## src/rtl/tnew_scoreboard.sv

```systemverilog
// Tnew/Tuse hazard scoreboard for the pipelined MIPS core.
// Tracks {valid, we, rd, tnew} for each post-D stage and a mult/div busy counter,
// and derives the D-stage stall and the forward selects from them.
module tnew_scoreboard #(
  parameter int unsigned STAGES   = 3,
  parameter int unsigned REG_W    = 5,
  parameter int unsigned TNEW_W   = 2,
  parameter int unsigned MULT_LAT = 5,
  parameter int unsigned DIV_LAT  = 10,
  parameter int unsigned SEL_W    = 2
) (
  input  logic              clk_i,
  input  logic              rst_ni,
  input  logic              d_valid_i,
  input  logic              d_we_i,
  input  logic [REG_W-1:0]  d_rd_i,
  input  logic [TNEW_W-1:0] d_tnew_i,
  input  logic [REG_W-1:0]  d_rs_i,
  input  logic [REG_W-1:0]  d_rt_i,
  input  logic [TNEW_W-1:0] d_tuse_rs_i,
  input  logic [TNEW_W-1:0] d_tuse_rt_i,
  input  logic              d_md_start_i,
  input  logic              d_md_div_i,
  input  logic              d_md_use_i,
  output logic              stall_o,
  output logic [SEL_W-1:0]  fwd_rs_sel_o,
  output logic [SEL_W-1:0]  fwd_rt_sel_o,
  output logic              md_busy_o
);

  localparam int unsigned MdW = $clog2(DIV_LAT + 1);

  logic [STAGES-1:0] valid_q, valid_d;
  logic [STAGES-1:0] we_q, we_d;
  logic [REG_W-1:0]  rd_q   [STAGES];
  logic [REG_W-1:0]  rd_d   [STAGES];
  logic [TNEW_W-1:0] tnew_q [STAGES];
  logic [TNEW_W-1:0] tnew_d [STAGES];
  logic [MdW-1:0]    md_cnt_q, md_cnt_d;

  logic              rs_hit, rt_hit;
  logic [TNEW_W-1:0] rs_tnew, rt_tnew;
  logic [SEL_W-1:0]  rs_sel, rt_sel;
  logic              rs_stall, rt_stall;

  // Youngest-match search per source; scanning oldest to youngest lets the youngest win.
  always_comb begin
    rs_hit  = 1'b0;
    rt_hit  = 1'b0;
    rs_tnew = '0;
    rt_tnew = '0;
    rs_sel  = '0;
    rt_sel  = '0;
    for (int i = STAGES - 1; i >= 0; i--) begin
      if (valid_q[i] && we_q[i] && (rd_q[i] == d_rs_i) && (d_rs_i != '0)) begin
        rs_hit  = 1'b1;
        rs_tnew = tnew_q[i];
        rs_sel  = SEL_W'(i + 1);
      end
      if (valid_q[i] && we_q[i] && (rd_q[i] == d_rt_i) && (d_rt_i != '0)) begin
        rt_hit  = 1'b1;
        rt_tnew = tnew_q[i];
        rt_sel  = SEL_W'(i + 1);
      end
    end
  end

  // Stall and forward-select decode; an all-ones Tuse marks an unused source.
  always_comb begin
    rs_stall     = rs_hit && (d_tuse_rs_i != '1) && (rs_tnew > d_tuse_rs_i);
    rt_stall     = rt_hit && (d_tuse_rt_i != '1) && (rt_tnew > d_tuse_rt_i);
    md_busy_o    = (md_cnt_q != '0);
    stall_o      = d_valid_i && (rs_stall || rt_stall || (d_md_use_i && md_busy_o));
    fwd_rs_sel_o = (rs_hit && (rs_tnew == '0)) ? rs_sel : '0;
    fwd_rt_sel_o = (rt_hit && (rt_tnew == '0)) ? rt_sel : '0;
  end

  // Pipeline advance: entry 0 takes D (or a bubble on stall), older entries shift and count down.
  always_comb begin
    valid_d   = '0;
    we_d      = '0;
    rd_d[0]   = d_rd_i;
    tnew_d[0] = d_tnew_i;
    if (!stall_o) begin
      valid_d[0] = d_valid_i;
      we_d[0]    = d_we_i & d_valid_i;
    end
    for (int i = 1; i < STAGES; i++) begin
      valid_d[i] = valid_q[i-1];
      we_d[i]    = we_q[i-1];
      rd_d[i]    = rd_q[i-1];
      tnew_d[i]  = (tnew_q[i-1] == '0) ? '0 : tnew_q[i-1] - TNEW_W'(1);
    end
  end

  // Mult/div latency counter; only loaded when the op actually leaves D.
  always_comb begin
    md_cnt_d = md_cnt_q;
    if (d_md_start_i && d_valid_i && !stall_o) begin
      md_cnt_d = d_md_div_i ? MdW'(DIV_LAT) : MdW'(MULT_LAT);
    end else if (md_cnt_q != '0) begin
      md_cnt_d = md_cnt_q - MdW'(1);
    end
  end

  // State registers, cleared asynchronously.
  always_ff @(posedge clk_i or negedge rst_ni) begin
    if (!rst_ni) begin
      valid_q  <= '0;
      we_q     <= '0;
      md_cnt_q <= '0;
      for (int i = 0; i < STAGES; i++) begin
        rd_q[i]   <= '0;
        tnew_q[i] <= '0;
      end
    end else begin
      valid_q  <= valid_d;
      we_q     <= we_d;
      md_cnt_q <= md_cnt_d;
      for (int i = 0; i < STAGES; i++) begin
        rd_q[i]   <= rd_d[i];
        tnew_q[i] <= tnew_d[i];
      end
    end
  end

endmodule

```

## config.mk

```make
export PLATFORM = sky130hd
export DESIGN_NAME = tnew_scoreboard
export DESIGN_NICKNAME = d
export VERILOG_FILES = /design/src/rtl/tnew_scoreboard.sv
export SDC_FILE = /design/constraint.sdc
export NUM_CORES = 1
export LEC_CHECK = 0
export ABC_AREA = 1
export CAP_MARGIN = 40
export CORE_MARGIN = 4
export CORE_UTILIZATION = 40
export CTS_CLUSTER_SIZE = 25
export DETAILED_ROUTE_END_ITERATION = 10
export GPL_ROUTABILITY_DRIVEN = 1
export GPL_TIMING_DRIVEN = 1
export SLEW_MARGIN = 25
export SYNTH_ARGS = -nofsm -noshare
export SYNTH_HDL_FRONTEND = slang
export SYNTH_SLANG_ARGS = --single-unit
```

## constraint.sdc

```tcl
create_clock -name clk_i -period 3.2 [get_ports clk_i]
set_input_delay 0.64 -clock clk_i [delete_from_list [all_inputs] [get_ports clk_i]]
set_output_delay 0.64 -clock clk_i [all_outputs]
set_load 0.03 [all_outputs]
```

# Yosys cells after proc, flatten, opt, wreduce, memory -nomap -nowiden
# Cells that the tools add are included.
[word_totals]
elab_cells = 86
out_inout_bits = 6
register_bits = 31
in_bits = 28
[classes]
order_cmp = 2
reduce_logical = 36
n_eq_ne = 8
addsub = 3
mux = 27
n_bitwise = 1
[op_table]
columns = ["operator", "count"]
rows = [
  ["2-to-1 mux 2 bit", 16],
  ["== test 5 bit", 6],
  ["logical AND 1 bit", 25],
  ["2-to-1 mux 4 bit", 3],
  ["nonzero test 5 bit", 2],
  ["zero test 2 bit", 4],
  ["2-to-1 mux 1 bit", 8],
  ["greater-than comparator 2 bit", 2],
  ["!= test 2 bit, second input constant", 2],
  ["nonzero test 4 bit", 1],
  ["subtractor 2 x 1 -> 2 bit, second input constant", 2],
  ["subtractor 4 x 1 -> 4 bit, second input constant", 1],
  ["logical OR 1 bit", 2],
  ["nonzero test 2 bit", 1],
  ["AND 1 bit", 1],
  ["zero test 1 bit", 1],
]

# Depth between registers and ports, before layout
# Gate-level depths: netlist of run 1.
[depth]
ltp_word = 14
mapped_depth = 23
depth_no_buf = 23

# Worst setup path before layout of run 1
# No wires, ideal clock.
[synth_timing]
path_kind = "input port to output port"
startpoint = "input port d_rs_i[2]"
endpoint = "output port stall_o"
required_time_ns = 2.560
stages = 16
t_arrival_ns = 2.578
path_buffers = 0
path_slack_ns = -0.018
cell_sequence = "or2_4 -> nor2_4 -> nor2_1 -> nand2_2 -> inv_1 -> nor2_2 -> nand2_1 -> o211ai_1 -> o21ai_1 -> inv_1 -> ha_1 -> a221oi_1 -> nand2_2 -> nand3_4 -> nand2_4 -> inv_1"
[synth_via]
elab_chain_len = 11
word_cells_on_any_way = 22
classes_between = "order compare: 1; eq/ne: 3; mux: 6; reduce/logical: 12"
[synth_lines]
columns = ["element", "line_no", "text"]
rows = [
  ["start, declared", "18", "input logic [REG_W-1:0] d_rs_i,"],
  ["== test 5 bit", "55", "if (valid_q[i] && we_q[i] && (rd_q[i] == d_rs_i) && (d_rs_i != '0)) begin"],
  ["logical AND 1 bit (2 in series)", "55", ""],
  ["2-to-1 mux 2 bit or 2-to-1 mux 1 bit (tied branches) (3 in series)", "55", ""],
  ["greater-than comparator 2 bit or logical AND 1 bit (tied branches)", "70", "rs_stall = rs_hit && (d_tuse_rs_i != '1) && (rs_tnew > d_tuse_rs_i);"],
  ["logical AND 1 bit (*)", "70", ""],
  ["logical OR 1 bit (*) (2 in series)", "73", "stall_o = d_valid_i && (rs_stall || rt_stall || (d_md_use_i && md_busy_o));"],
  ["logical AND 1 bit (*)", "73", ""],
  ["end, declared", "25", "output logic stall_o,"],
]
# Mark *: on every way between the ends. The rest lies on a longest branch, timed or not.

# Worst setup path in the final report of run 1
[layout_timing]
startpoint = "input port d_rs_i[0]"
endpoint = "output port stall_o"
# Same word-level chain as after synthesis.

==> out/results.ini, run 1 <==
[status]
outcome = finished with violations
violations = setup timing

[synth]
synth_fa_ha_area_frac = 0.04016
synthSimpleGateAreaFrac = 0.3380
ys_ff_latch = 31
synth_compound_area_frac = 0.06225
synthesis.area_sq_um = 1869
synthCells = 250
synth_xor_area_frac = 0.05622
synth_cell_types = 27
ys_seq_area_frac = 0.4150
synth_nets = 284
synth_top_family_by_area = simple AND/OR/NAND/NOR gates
yosysWarnings = 0
synth.area.mux_share = 0
synth.avg_cell_area_sq_um = 7.477

[power_and_ir_drop]
vdd_ir_drop_max_mv = 0.3408
powerDensity_nw_per_um2 = 399.2
p_leak_nw = 1.461
total_power_mw = 1.099

[setup_path]
cp_num_buf_inv = 4
arrival_ns = 2.71
slowest_delay_ns = 0.32
criticalPathCategory = in -> out
crit_family = simple AND/OR/NAND/NOR gates
cp_cell_sequence = buf_4, buf_4, nand2_1, nand3_2, nor2_2, nand3_2, nor2_4, nand2_1, nand3_1, o21ai_2, ha_1, a221oi_4, nand2_2, nand3_4, nand2_4, clkinvlp_4, buf_6
critPathRequiredTime_ns = 2.56
crit_fanout = 3
end_kind = output pin
start_kind = primary input
slowest_stage = ha_1

[clock_tree]
cts_buffers = 5
clk_latency_ns = 0.28
cts_tree = built
clkTransAtPathRegs_ns = 0.07
htree_levels = 2
cts_sinks = 31
root_buffer = clkbuf_8
cts.path.max_buffers = 2

[layout]
nFillCells = 390
syn2layout_area_growth_pct = 47.32
n_antenna_cell = 0
nets = 360
final_util = 0.6197
drive_above_1_share = 0.3547

[route]
ant_nets = 0
wire_per_inst_um = 11.83
num_vias = 1781
wl_mm = 4.485
dr.pass1.iters = 6
drtIter0Drc = 70
vias_per_cell = 4.699
drc = 0

[hold_path]
holdCritPathClass = reg -> reg

[run]
cap_violations = 0

[timing]
final.setup.worst_slack_ns = -0.1500
fmax_ghz = 0.2985
period_needed_ns = 3.350
rsz0062_at_grt = yes
skew_ns = 0.01179
slew_viol_final = 0
worst_pin_slew_ns = 0.3906
setup_viol = 1
hold_viol_final = 0
max_slew_margin = 0.7396
min_period_over_period = 1.047

[floorplanning]
io_pins = 34
core_sq_um = 4444
initial_core_util = 0.4206
die_w_um = 76.36
row_count = 24
dieArea_sq_um = 5831
die_h_um = 76.36

[place]
detailed_place_hpwl_mm = 3.386
gp_congestion = 0.8641
portBuffers = 33

[global_route]
grt_max_degree = 32
gr-usage-all-layers = 0.1633
overflow = 0
antenna_found_initial = 0
grt_first_pass_wirelength_mm = 7.700
grt_pass1_vias = 1781

[flip-flops by register name, indices dropped and copies added, names as in the netlist]
name	cells
valid_q	3
md_cnt_q	4
we_q	3
rd_d	10
rd_q	5
tnew_q	6
[what timing repair did]
action                                  CTS  global route
buffers inserted                          6             4
endpoints found under the setup margin    4             1
resized for setup                        75            16
pin swaps                                30            21
hold buffers                              0             0
[cells in the mapped netlist]
cell type	n	area [sq um]
nor2_2	6	37.54
nand2_1	77	289.0
xnor2_1	7	61.31
nand3_4	1	17.52
o21ai_0	2	10.01
nor3_1	1	5.000
nand3b_1	1	7.510
a221oi_1	2	17.52
nor2_4	1	11.26
nand3_1	12	60.06
nand3_2	3	30.03
clkinv_1	1	3.750
o21ai_2	1	8.760
a21oi_1	9	45.04
dfrtp_1	31	775.7
inv_1	38	142.6
and2_1	1	6.260
xor2_1	5	43.79
ha_1	6	75.07
o21ai_1	4	20.02
nand4_1	1	6.260
o211ai_1	2	15.01
nand2_2	4	25.02
inv_2	5	18.77
nand2_4	3	33.78
nor2_1	25	93.84
or2_4	1	8.760
[power breakdown]
group	internal, mW	total, mW	switching (mW)
clock network	0.152	0.303	0.151
registers	0.440	0.480	0.0401
logic	0.153	0.317	0.164
[per-stage QoR]
| stage | TNS, ns | instance area [sq um] | cells | worst slack (ns) | hold slack [ns] |
|---|---|---|---|---|---|
| 2_1_floorplan | 0 | 1873 | 250 | 0.04554 | 0.3444 |
| 3_3_place_gp | -2.224 | 2451 | 361 | -0.7069 | 0.3615 |
| 3_5_place_dp | -2.079 | 2451 | 361 | -0.6803 | 0.3626 |
| 4_1_cts | -0.1304 | 2668 | 375 | -0.1304 | 0.3792 |
| 5_1_grt | -0.2809 | 2754 | 379 | -0.2809 | 0.3941 |
| 6_report | -0.1500 | 2754 | 379 | -0.1500 | 0.3730 |
[cells in the final DEF, fill, tap and decap left out, types with 5 or more instances in the layout]
| master | Yosys | routed |
|---|---|---|
| nand2_1 | 77 | 72 |
| buf_4 | 0 | 40 |
| inv_1 | 38 | 33 |
| dfrtp_1 | 31 | 31 |
| clkdlybuf4s50_1 | 0 | 18 |
| nor2_1 | 25 | 17 |
| nor2_2 | 6 | 10 |
| nand3_1 | 12 | 9 |
| nand2_2 | 4 | 9 |
| inv_2 | 5 | 8 |
| nand3_2 | 3 | 6 |
| buf_2 | 0 | 6 |
| xnor2_1 | 7 | 5 |
| nor2_4 | 1 | 5 |
| xor2_1 | 5 | 5 |
| a21oi_1 | 9 | 5 |
| clkbuf_8 | 0 | 5 |
[worst paths after layout]
kind | startpoint | end | slack (ns) | depth (start not counted)
max reg2reg | rd_d[1]$_DFF_PN0_ | md_cnt_q[0]$_DFFE_PN0P_ | 0.30 | 22
min in group asynchronous | rst_ni | rd_d[2]$_DFF_PN0_ | 0.74 | 2
max in group asynchronous | rst_ni | rd_q[1]$_DFF_PN0_ | 2.17 | 2
min | valid_q[1]$_DFF_PN0_ | valid_q[2]$_DFF_PN0_ | 0.37 | 0
min reg2reg | valid_q[1]$_DFF_PN0_ | valid_q[2]$_DFF_PN0_ | 0.37 | 0
max | d_rs_i[0] | stall_o | -0.15 | 17
[final cells by class]
class / count / area, sq um / area share
Clock buffer: 6 / 72.57 / 0.02635
Multi-Input combinational cell: 175 / 1082 / 0.3930
Sequential cell: 31 / 775.7 / 0.2817
Timing Repair Buffer: 69 / 574.3 / 0.2085
Inverter: 44 / 171.4 / 0.06224
Tap cell: 52 / 65.06 / 0.02363
Clock inverter: 2 / 12.51 / 0.004543
[cell families after synthesis]
logic type / after synthesis
and+or+nand+nor: 137
buffers and inverters: 44
DFF: 31
AOI/OAI and AO/OA: 20
xor gates and xnor gates: 12
adders and majority gates: 6
[per-layer routing]
| metal | GRT usage | vias to the layer above | wire (um) |
|---|---|---|---|
| li1 | - | 918 | - |
| met1 | 0.2170 | 823 | 2083 |
| met2 | 0.2566 | 32 | 2103 |
| met3 | 0.04374 | 8 | 220 |
| met4 | 0.05616 | 0 | 78 |
| met5 | 0 | - | 0 |
Note: power is estimated with default switching activity, not from simulation.
==> run 2: changes to the inputs <==
--- a/config.mk
+++ b/config.mk
@@ -13,6 +13,7 @@
 export DETAILED_ROUTE_END_ITERATION = 10
 export GPL_ROUTABILITY_DRIVEN = 1
 export GPL_TIMING_DRIVEN = 1
+export RECOVER_POWER = 25
 export SLEW_MARGIN = 25
 export SYNTH_ARGS = -nofsm -noshare
 export SYNTH_HDL_FRONTEND = slang
==> results of run 2 <==
Same layout as run 1: the final DEF is identical, and so are final timing and power.
